[config.mk]
export PLATFORM = sky130hd
export DESIGN_NAME = cc_demux_router
export DESIGN_NICKNAME = d
export VERILOG_FILES = /design/src/rtl/cc_demux_router.sv
export SDC_FILE = /design/constraint.sdc
export NUM_CORES = 1
export LEC_CHECK = 0
export CAP_MARGIN = 10
export CORE_MARGIN = 2
export CORE_UTILIZATION = 47
export CTS_BUF_LIST = sky130_fd_sc_hd__clkbuf_4
export CTS_CLUSTER_DIAMETER = 30
export DETAILED_ROUTE_END_ITERATION = 10
export PLACE_DENSITY = 0.83
export SLEW_MARGIN = 20
export SYNTH_ARGS = -nofsm -noshare
export SYNTH_HDL_FRONTEND = slang
export SYNTH_SLANG_ARGS = --single-unit
[constraint.sdc]
create_clock -name CC_DEMUX_CLOCK_50 -period 1.66 [get_ports CC_DEMUX_CLOCK_50]
set_input_delay 0.332 -clock CC_DEMUX_CLOCK_50 [delete_from_list [all_inputs] [get_ports CC_DEMUX_CLOCK_50]]
set_output_delay 0.332 -clock CC_DEMUX_CLOCK_50 [all_outputs]
set_load 0.005 [all_outputs]
[src/rtl/cc_demux_router.sv]
// One-word-per-channel demux router: routes an input word to one of 2**DATAWIDTH_MUX_SELECTION slots.
// Optional macro CC_DEMUX_BROADCAST_EN adds a broadcast input that writes all slots at once.

module cc_demux_slot #(
    parameter int W = 8
) (
    input  logic         clk,
    input  logic         rstN,
    input  logic         load,
    input  logic         ack,
    input  logic [W-1:0] dataIn,
    output logic [W-1:0] dataOut,
    output logic         full
);
    typedef enum logic {EMPTY = 1'b0, FULL = 1'b1} slotState_t;
    slotState_t state, stateNext;

    always_ff @(posedge clk or negedge rstN) begin
        if (!rstN) state <= EMPTY;
        else       state <= stateNext;
    end

    // load while FULL only happens with ack set, so the slot stays FULL with the new word
    always_comb begin
        stateNext = state;
        case (state)
            EMPTY: if (load)        stateNext = FULL;
            FULL:  if (ack && !load) stateNext = EMPTY;
            default:                stateNext = EMPTY;
        endcase
    end

    always_comb begin
        full = (state == FULL);
    end

    always_ff @(posedge clk or negedge rstN) begin
        if (!rstN)     dataOut <= '0;
        else if (load) dataOut <= dataIn;
    end
endmodule

module cc_demux_router #(
    parameter int DATAWIDTH_MUX_SELECTION = 3,
    parameter int DATAWIDTH_BUS           = 8
) (
    input  logic                               CC_DEMUX_CLOCK_50,
    input  logic                               CC_DEMUX_RESET_InLow,
    input  logic [DATAWIDTH_BUS-1:0]           CC_DEMUX_data_InBUS,
    input  logic [DATAWIDTH_MUX_SELECTION-1:0] CC_DEMUX_selection_InBUS,
    input  logic                               CC_DEMUX_valid_In,
`ifdef CC_DEMUX_BROADCAST_EN
    input  logic                               CC_DEMUX_broadcast_In,
`endif
    output logic                               CC_DEMUX_ready_Out,
    output logic [DATAWIDTH_BUS-1:0]           CC_DEMUX_data0_OutBUS,
    output logic [DATAWIDTH_BUS-1:0]           CC_DEMUX_data1_OutBUS,
    output logic [DATAWIDTH_BUS-1:0]           CC_DEMUX_data2_OutBUS,
    output logic [DATAWIDTH_BUS-1:0]           CC_DEMUX_data3_OutBUS,
    output logic [DATAWIDTH_BUS-1:0]           CC_DEMUX_data4_OutBUS,
    output logic [DATAWIDTH_BUS-1:0]           CC_DEMUX_data5_OutBUS,
    output logic [DATAWIDTH_BUS-1:0]           CC_DEMUX_data6_OutBUS,
    output logic [DATAWIDTH_BUS-1:0]           CC_DEMUX_data7_OutBUS,
    output logic [(2**DATAWIDTH_MUX_SELECTION)-1:0] CC_DEMUX_valid_OutBUS,
    input  logic [(2**DATAWIDTH_MUX_SELECTION)-1:0] CC_DEMUX_ack_InBUS
);
    localparam int NUM_CH = 2**DATAWIDTH_MUX_SELECTION;

    logic [NUM_CH-1:0][DATAWIDTH_BUS-1:0] slotData;
    logic [NUM_CH-1:0]                    slotFull;
    logic [NUM_CH-1:0]                    canTake;
    logic [NUM_CH-1:0]                    load;
    logic [NUM_CH-1:0]                    target;
    logic                                 bcast;

`ifdef CC_DEMUX_BROADCAST_EN
    assign bcast = CC_DEMUX_broadcast_In;
`else
    assign bcast = 1'b0;
`endif

    // a slot can take a word if empty or being drained this same cycle
    assign canTake = ~slotFull | CC_DEMUX_ack_InBUS;

    always_comb begin
        target             = bcast ? '1 : (NUM_CH'(1) << CC_DEMUX_selection_InBUS);
        CC_DEMUX_ready_Out = bcast ? (&canTake) : canTake[CC_DEMUX_selection_InBUS];
        load               = (CC_DEMUX_valid_In && CC_DEMUX_ready_Out) ? target : '0;
    end

    for (genvar k = 0; k < NUM_CH; k++) begin : gSlot
        cc_demux_slot #(.W(DATAWIDTH_BUS)) uSlot (
            .clk     (CC_DEMUX_CLOCK_50),
            .rstN    (CC_DEMUX_RESET_InLow),
            .load    (load[k]),
            .ack     (CC_DEMUX_ack_InBUS[k]),
            .dataIn  (CC_DEMUX_data_InBUS),
            .dataOut (slotData[k]),
            .full    (slotFull[k])
        );
    end

    assign CC_DEMUX_valid_OutBUS = slotFull;
    assign CC_DEMUX_data0_OutBUS = slotData[0];
    assign CC_DEMUX_data1_OutBUS = slotData[1];
    assign CC_DEMUX_data2_OutBUS = slotData[2];
    assign CC_DEMUX_data3_OutBUS = slotData[3];
    assign CC_DEMUX_data4_OutBUS = slotData[4];
    assign CC_DEMUX_data5_OutBUS = slotData[5];
    assign CC_DEMUX_data6_OutBUS = slotData[6];
    assign CC_DEMUX_data7_OutBUS = slotData[7];
endmodule
# Yosys cells after proc, flatten, opt, wreduce, memory -nomap -nowiden
# Cells that the tools add are included.
[classes]
shifts = 1
n_addsub = 0
order_cmp = 1
n_mul = 0
n_bitwise = 10
mux = 27
div = 0
n_reduce_logical = 17
eq_ne = 0
[op_table]
columns = ["cell", "count"]
rows = [
  ["$mux W1", 17],
  ["$pmux W1 S2", 8],
  ["$logic_and A1 B1 Y1", 9],
  ["$logic_not A1 Y1", 8],
  ["$mux W8", 1],
  ["$not A1 Y1", 8],
  ["$not A8 Y8", 1],
  ["$or A8 B8 Y8", 1],
  ["$shl A1 B3 Y8 const A", 1],
  ["$lt A3 B4 Y1 const B", 1],
  ["$bmux W1 S3", 1],
]
[word_totals]
register_bits = 72
inputBits = 22
wordCells = 72
n_memories = 0
latch_bits = 0
mem_bits_rw = 0
mem_bits_ro = 0
output_inout_bits = 73

# Depth between registers and ports, before layout
[logic_depth]
word_depth = 10
depth_mapped = 4
depth_no_buf = 3

# Modules after synthesis
# A second synthesis with hierarchy kept.
[unflattened]
hier_cells = 187
area_unflattened_um2 = 3133.0
[by_module_without_submodules]
columns = ["mod", "cells_per_inst", "n_inst", "area_per_inst_um2", "seq_area_each_um2"]
rows = [
  ["cc_demux_slot", 20, 8, 369.1, 225.2],
  ["cc_demux_router", 27, 1, 180.2, 0.0],
]

# Worst setup path after synthesis
# No wires, ideal clock.
[synth_timing]
path_kind = "input to register"
start = "input port CC_DEMUX_selection_InBUS[1]"
end = "register gSlot[5].uSlot.dataOut[0]"
arrival_time_ns = 1.314
setup_ns = 0.125
n_path_buf = 0
t_required_ns = 1.535
slack_ns = 0.221
cell_stages = 3
path_cell_list = "nand2b_2 -> nor3_2 -> mux2_2"
[synth_via]
elab_chain_len = 4
word_cells_on_any_way = 5
cone_classes = "shift: 1; mux: 3; reduce/logical: 1"
[synth_lines]
columns = ["element", "line", "source"]
rows = [
  ["start, declared", "50", "input logic [DATAWIDTH_MUX_SELECTION-1:0] CC_DEMUX_selection_InBUS,"],
  ["$bmux W1 S3", "87", "CC_DEMUX_ready_Out = bcast ? (&canTake) : canTake[CC_DEMUX_selection_InBUS];"],
  ["$mux W1 (implied by the code)", "87", ""],
  ["$logic_and A1 B1 Y1", "88", "load = (CC_DEMUX_valid_In && CC_DEMUX_ready_Out) ? target : '0;"],
  ["$mux W8 (*)", "88", ""],
  ["end signal, assigned", "39", "else if (load) dataOut <= dataIn;"],
  ["end, declared", "12", "output logic [W-1:0] dataOut,"],
]
# Every way passes the cells marked *; elsewhere a longest branch is shown, timed or not. The select of a mux whose other input is x is not followed.
# A chain may end at the register's enable or synchronous reset.

# Worst setup path after layout
[layout_timing]
start = "register gSlot[4].uSlot.state"
end = "output port CC_DEMUX_ready_Out"
[layout_via]
elab_chain_len = 4
[layout_lines]
columns = ["element", "line", "source"]
rows = [
  ["start, declared", "16", "slotState_t state, stateNext;"],
  ["start signal, assigned", "20", "else state <= stateNext;"],
  ["$not A8 Y8", "83", "assign canTake = ~slotFull | CC_DEMUX_ack_InBUS;"],
  ["$or A8 B8 Y8", "83", ""],
  ["$bmux W1 S3", "87", ""],
  ["$mux W1 (implied by the code)", "87", ""],
  ["end, declared", "55", "output logic CC_DEMUX_ready_Out,"],
]
# No other way between the ends. The select of a mux whose other input is x is not followed.

==> qor.csv <==
stage,metric,value,unit
worst_setup_path,CP required,1330,ps
worst_setup_path,Setup crit start kind,flip-flop,
yosys,Netlist cell types,25,
placed_design,HPWL Detailed,4811,µm
grt,vias in the first global route,2014,
route,Routed Wire Length,7237,µm
route,WL per Instance,18.09,µm
yosys,synth warn,0,
floorplan,Die Area,0.006843,mm²
final_layout,Area Growth Syn to Fin,54.17,%
timing,RSZ-0062 raised after global routing,yes,
timing,final worst slack,-176.5,ps
clock_tree,clock root buffer,clkbuf_4,
route,via count,2017,
timing,f_max,0.5445,GHz
yosys,sequential share of the synthesized area,61.86,%
placed_design,PortBufs,94,
worst_setup_path,crit path DAT,1500,ps
final_layout,share of cells above drive strength 1,39.69,%
floorplan,Core ar.,0.005956,mm²
timing,relative slew slack,74.22,%
grt,largest net degree at the start of global routing,73,
route,starting DRC count in detailed routing,77,
worst_setup_path,Reg2Reg Depth,5,
clock_tree,Num Clock Sinks,72,
grt,initial antenna violation count,0,
flow_run,Max Cap Violations,0,
run_status,failing checks,negative setup slack,
final_layout,"commonest non-fill, non-tap cell in the layout",dfrtp_1,
route,Routed Antenna Nets,0,
route,Post-route DRC,0,
clock_tree,Worst-path clk slew,120,ps
timing,clock skew,14.01,ps
clock_tree,CTS tree,built,
power_and_ir_drop,Lkg Pwr,2.472,nW
timing,Tcrit/Tclk final,110.6,%
yosys,Post-Syn Nets,207,
yosys,biggest area consumer among synthesized cells,dfrtp_1,
clock_tree,worst skew pair latency,410,ps
worst_setup_path,critical path type,flip-flop to output pin,
timing,post-layout minimum cycle time,1837,ps
power_and_ir_drop,power per cell area,1090,mW/mm²
power_and_ir_drop,Max VDD drop,0.7141,mV
run_status,status,finished with violations,
final_layout,layout net count,342,
final_layout,most frequent cells in the layout,"dfrtp_1, mux2_2, dlymetal6s2s_1, buf_4, clkdlybuf4s50_1",
timing,slew at the pin with the worst max-slew slack,386.7,ps
floorplan,initial core utilization,48.91,%
placed_design,pre-CTS setup slack,-705.9,ps
floorplan,Site Rows,28,
floorplan,Die H,82.73,µm
yosys,mapped cell area,0.002913,mm²
yosys,Synth area leaders,"dfrtp_1, mux2_2, buf_4",
timing,final hold violations,0,
yosys,post-synth top area share,61.86,%
grt,first-pass GRT wire length,10420,µm
floorplan,Ports,95,
clock_tree,TritonCTS buffer count,9,
yosys,"FF+latch count, synth",72,
clock_tree,number of H-tree levels,3,
final_layout,diode count,0,
grt,GRT Total Usage,21.56,%
final_layout,Filler cells,383,
yosys,synthesized area per cell,15.74,µm²
timing,# setup viols final,1,
placed_design,Placer Congestion,0.8746,
timing,Setup TNS Final,-176.5,ps
min_path,Hold WC Path Type,input port to async pin,
grt,Overflow after GRT,0,
clock_tree,Clock Path Buffers,2,
route,iteration count of the initial detailed-routing pass,4,
yosys,cell count after synthesis,185,
worst_setup_path,Crit. End Element,output pin,
worst_setup_path,worst-path fanout max,2,
timing,Fin Hold WS,450.1,ps
timing,count of pins over their slew limit,0,
route,vias per std cell,5.043,
floorplan,Die X,82.73,µm
-- registers in the layout, indices dropped and copies added, names as in the netlist --
| register | count |
|---|---|
| gSlot.uSlot.dataOut | 64 |
| gSlot.uSlot.full | 8 |
-- critical path, stage by stage, from the launching register on --
cell and delay, ps:
dfrtp_1 370, or3b_4 380, a21oi_2 130, o32ai_1 70, buf_2 140
-- area by class of cell --
class / count / area (µm²) / share of cell area [%]
sequential: 72 / 1802 / 40.12
tap: 75 / 93.84 / 2.090
clock inverter: 7 / 95.09 / 2.118
multi-input combinational: 103 / 1050 / 23.38
clock buffer: 9 / 67.56 / 1.505
timing repair buffer: 134 / 1383 / 30.79
-- through the flow --
stage / area (µm²) / util, % / total power [mW] / cells
2_1_floorplan: 2913 / - / 2.742 / 185
5_1_grt: 4491 / 75.40 / 5.154 / 400
3_5_place_dp: 4114 / 69.08 / 3.715 / 372
6_report: 4491 / 75.40 / 4.895 / 400
3_3_place_gp: 4114 / 69.08 / 3.666 / 372
4_1_cts: 4312 / 72.40 / 4.969 / 393
-- power breakdown --
group          switching [mW]  internal (mW)  leakage (nW)  total [mW]
combinational           0.419          0.924          1.51        1.34
sequential              0.186           2.11         0.876        2.30
clock                   0.640          0.614        0.0879        1.25
total                    1.25           3.65          2.47        4.90
-- per-layer routing --
| metal | up-vias | part of all wire (%) | track usage, % |
|---|---|---|---|
| li1 | 923 | - | - |
| met1 | 1022 | 42 | 28.04 |
| met2 | 63 | 51 | 33.87 |
| met3 | 9 | 5.6 | 5.217 |
| met4 | 0 | 1.3 | 10.66 |
| met5 | - | 0 | 0 |
-- path summary, 6_finish.rpt --
| path | startpoint | endpoint | slack, ps |
|---|---|---|---|
| min reg2reg | gSlot[2].uSlot.dataOut[5]$_DFFE_PN0P_ | gSlot[2].uSlot.dataOut[5]$_DFFE_PN0P_ | 510 |
| min | CC_DEMUX_RESET_InLow | gSlot[7].uSlot.full$_DFF_PN0_ | 450 |
| max | gSlot[4].uSlot.full$_DFF_PN0_ | CC_DEMUX_ready_Out | -180 |
| max reg2reg | gSlot[1].uSlot.full$_DFF_PN0_ | gSlot[1].uSlot.dataOut[4]$_DFFE_PN0P_ | 40 |
| max in group asynchronous | CC_DEMUX_RESET_InLow | gSlot[6].uSlot.dataOut[3]$_DFFE_PN0P_ | 880 |
| min in group CC_DEMUX_CLOCK_50 | gSlot[2].uSlot.dataOut[5]$_DFFE_PN0P_ | gSlot[2].uSlot.dataOut[5]$_DFFE_PN0P_ | 510 |
-- Yosys cell counts --
cell / instances
nand2b_2: 1
nand4_1: 1
o32ai_1: 1
nor3_2: 1
nand2_1: 6
nor3b_4: 3
nand3b_1: 3
buf_2: 1
o21ai_0: 3
mux2_1: 3
buf_4: 8
or3b_1: 2
mux2_2: 57
nor2_1: 1
mux2_4: 4
a21oi_1: 2
buf_6: 1
dfrtp_1: 72
o22ai_1: 1
o21bai_1: 1
nand2b_1: 7
nand2b_4: 2
nor2b_1: 1
o221ai_1: 1
or3b_2: 2
-- logic make-up (layout without fill, tap and decap cells) --
group	after synthesis	in the layout	share of synthesized area, %
flops	72	72	61.86
simple gates	30	30	8.334
compound gates	9	9	1.933
mux	64	64	25.26
buf+inv	10	150	2.620
-- what timing repair did --
item	4_1_cts	5_1_grt
endpoints found under the hold margin	72	0
setup endpoints to repair	19	77
pin swaps	1	1
hold buffers	1	0
gates resized for setup	20	51
buffers inserted	4	7
Note: power is estimated with default switching activity, not from simulation.
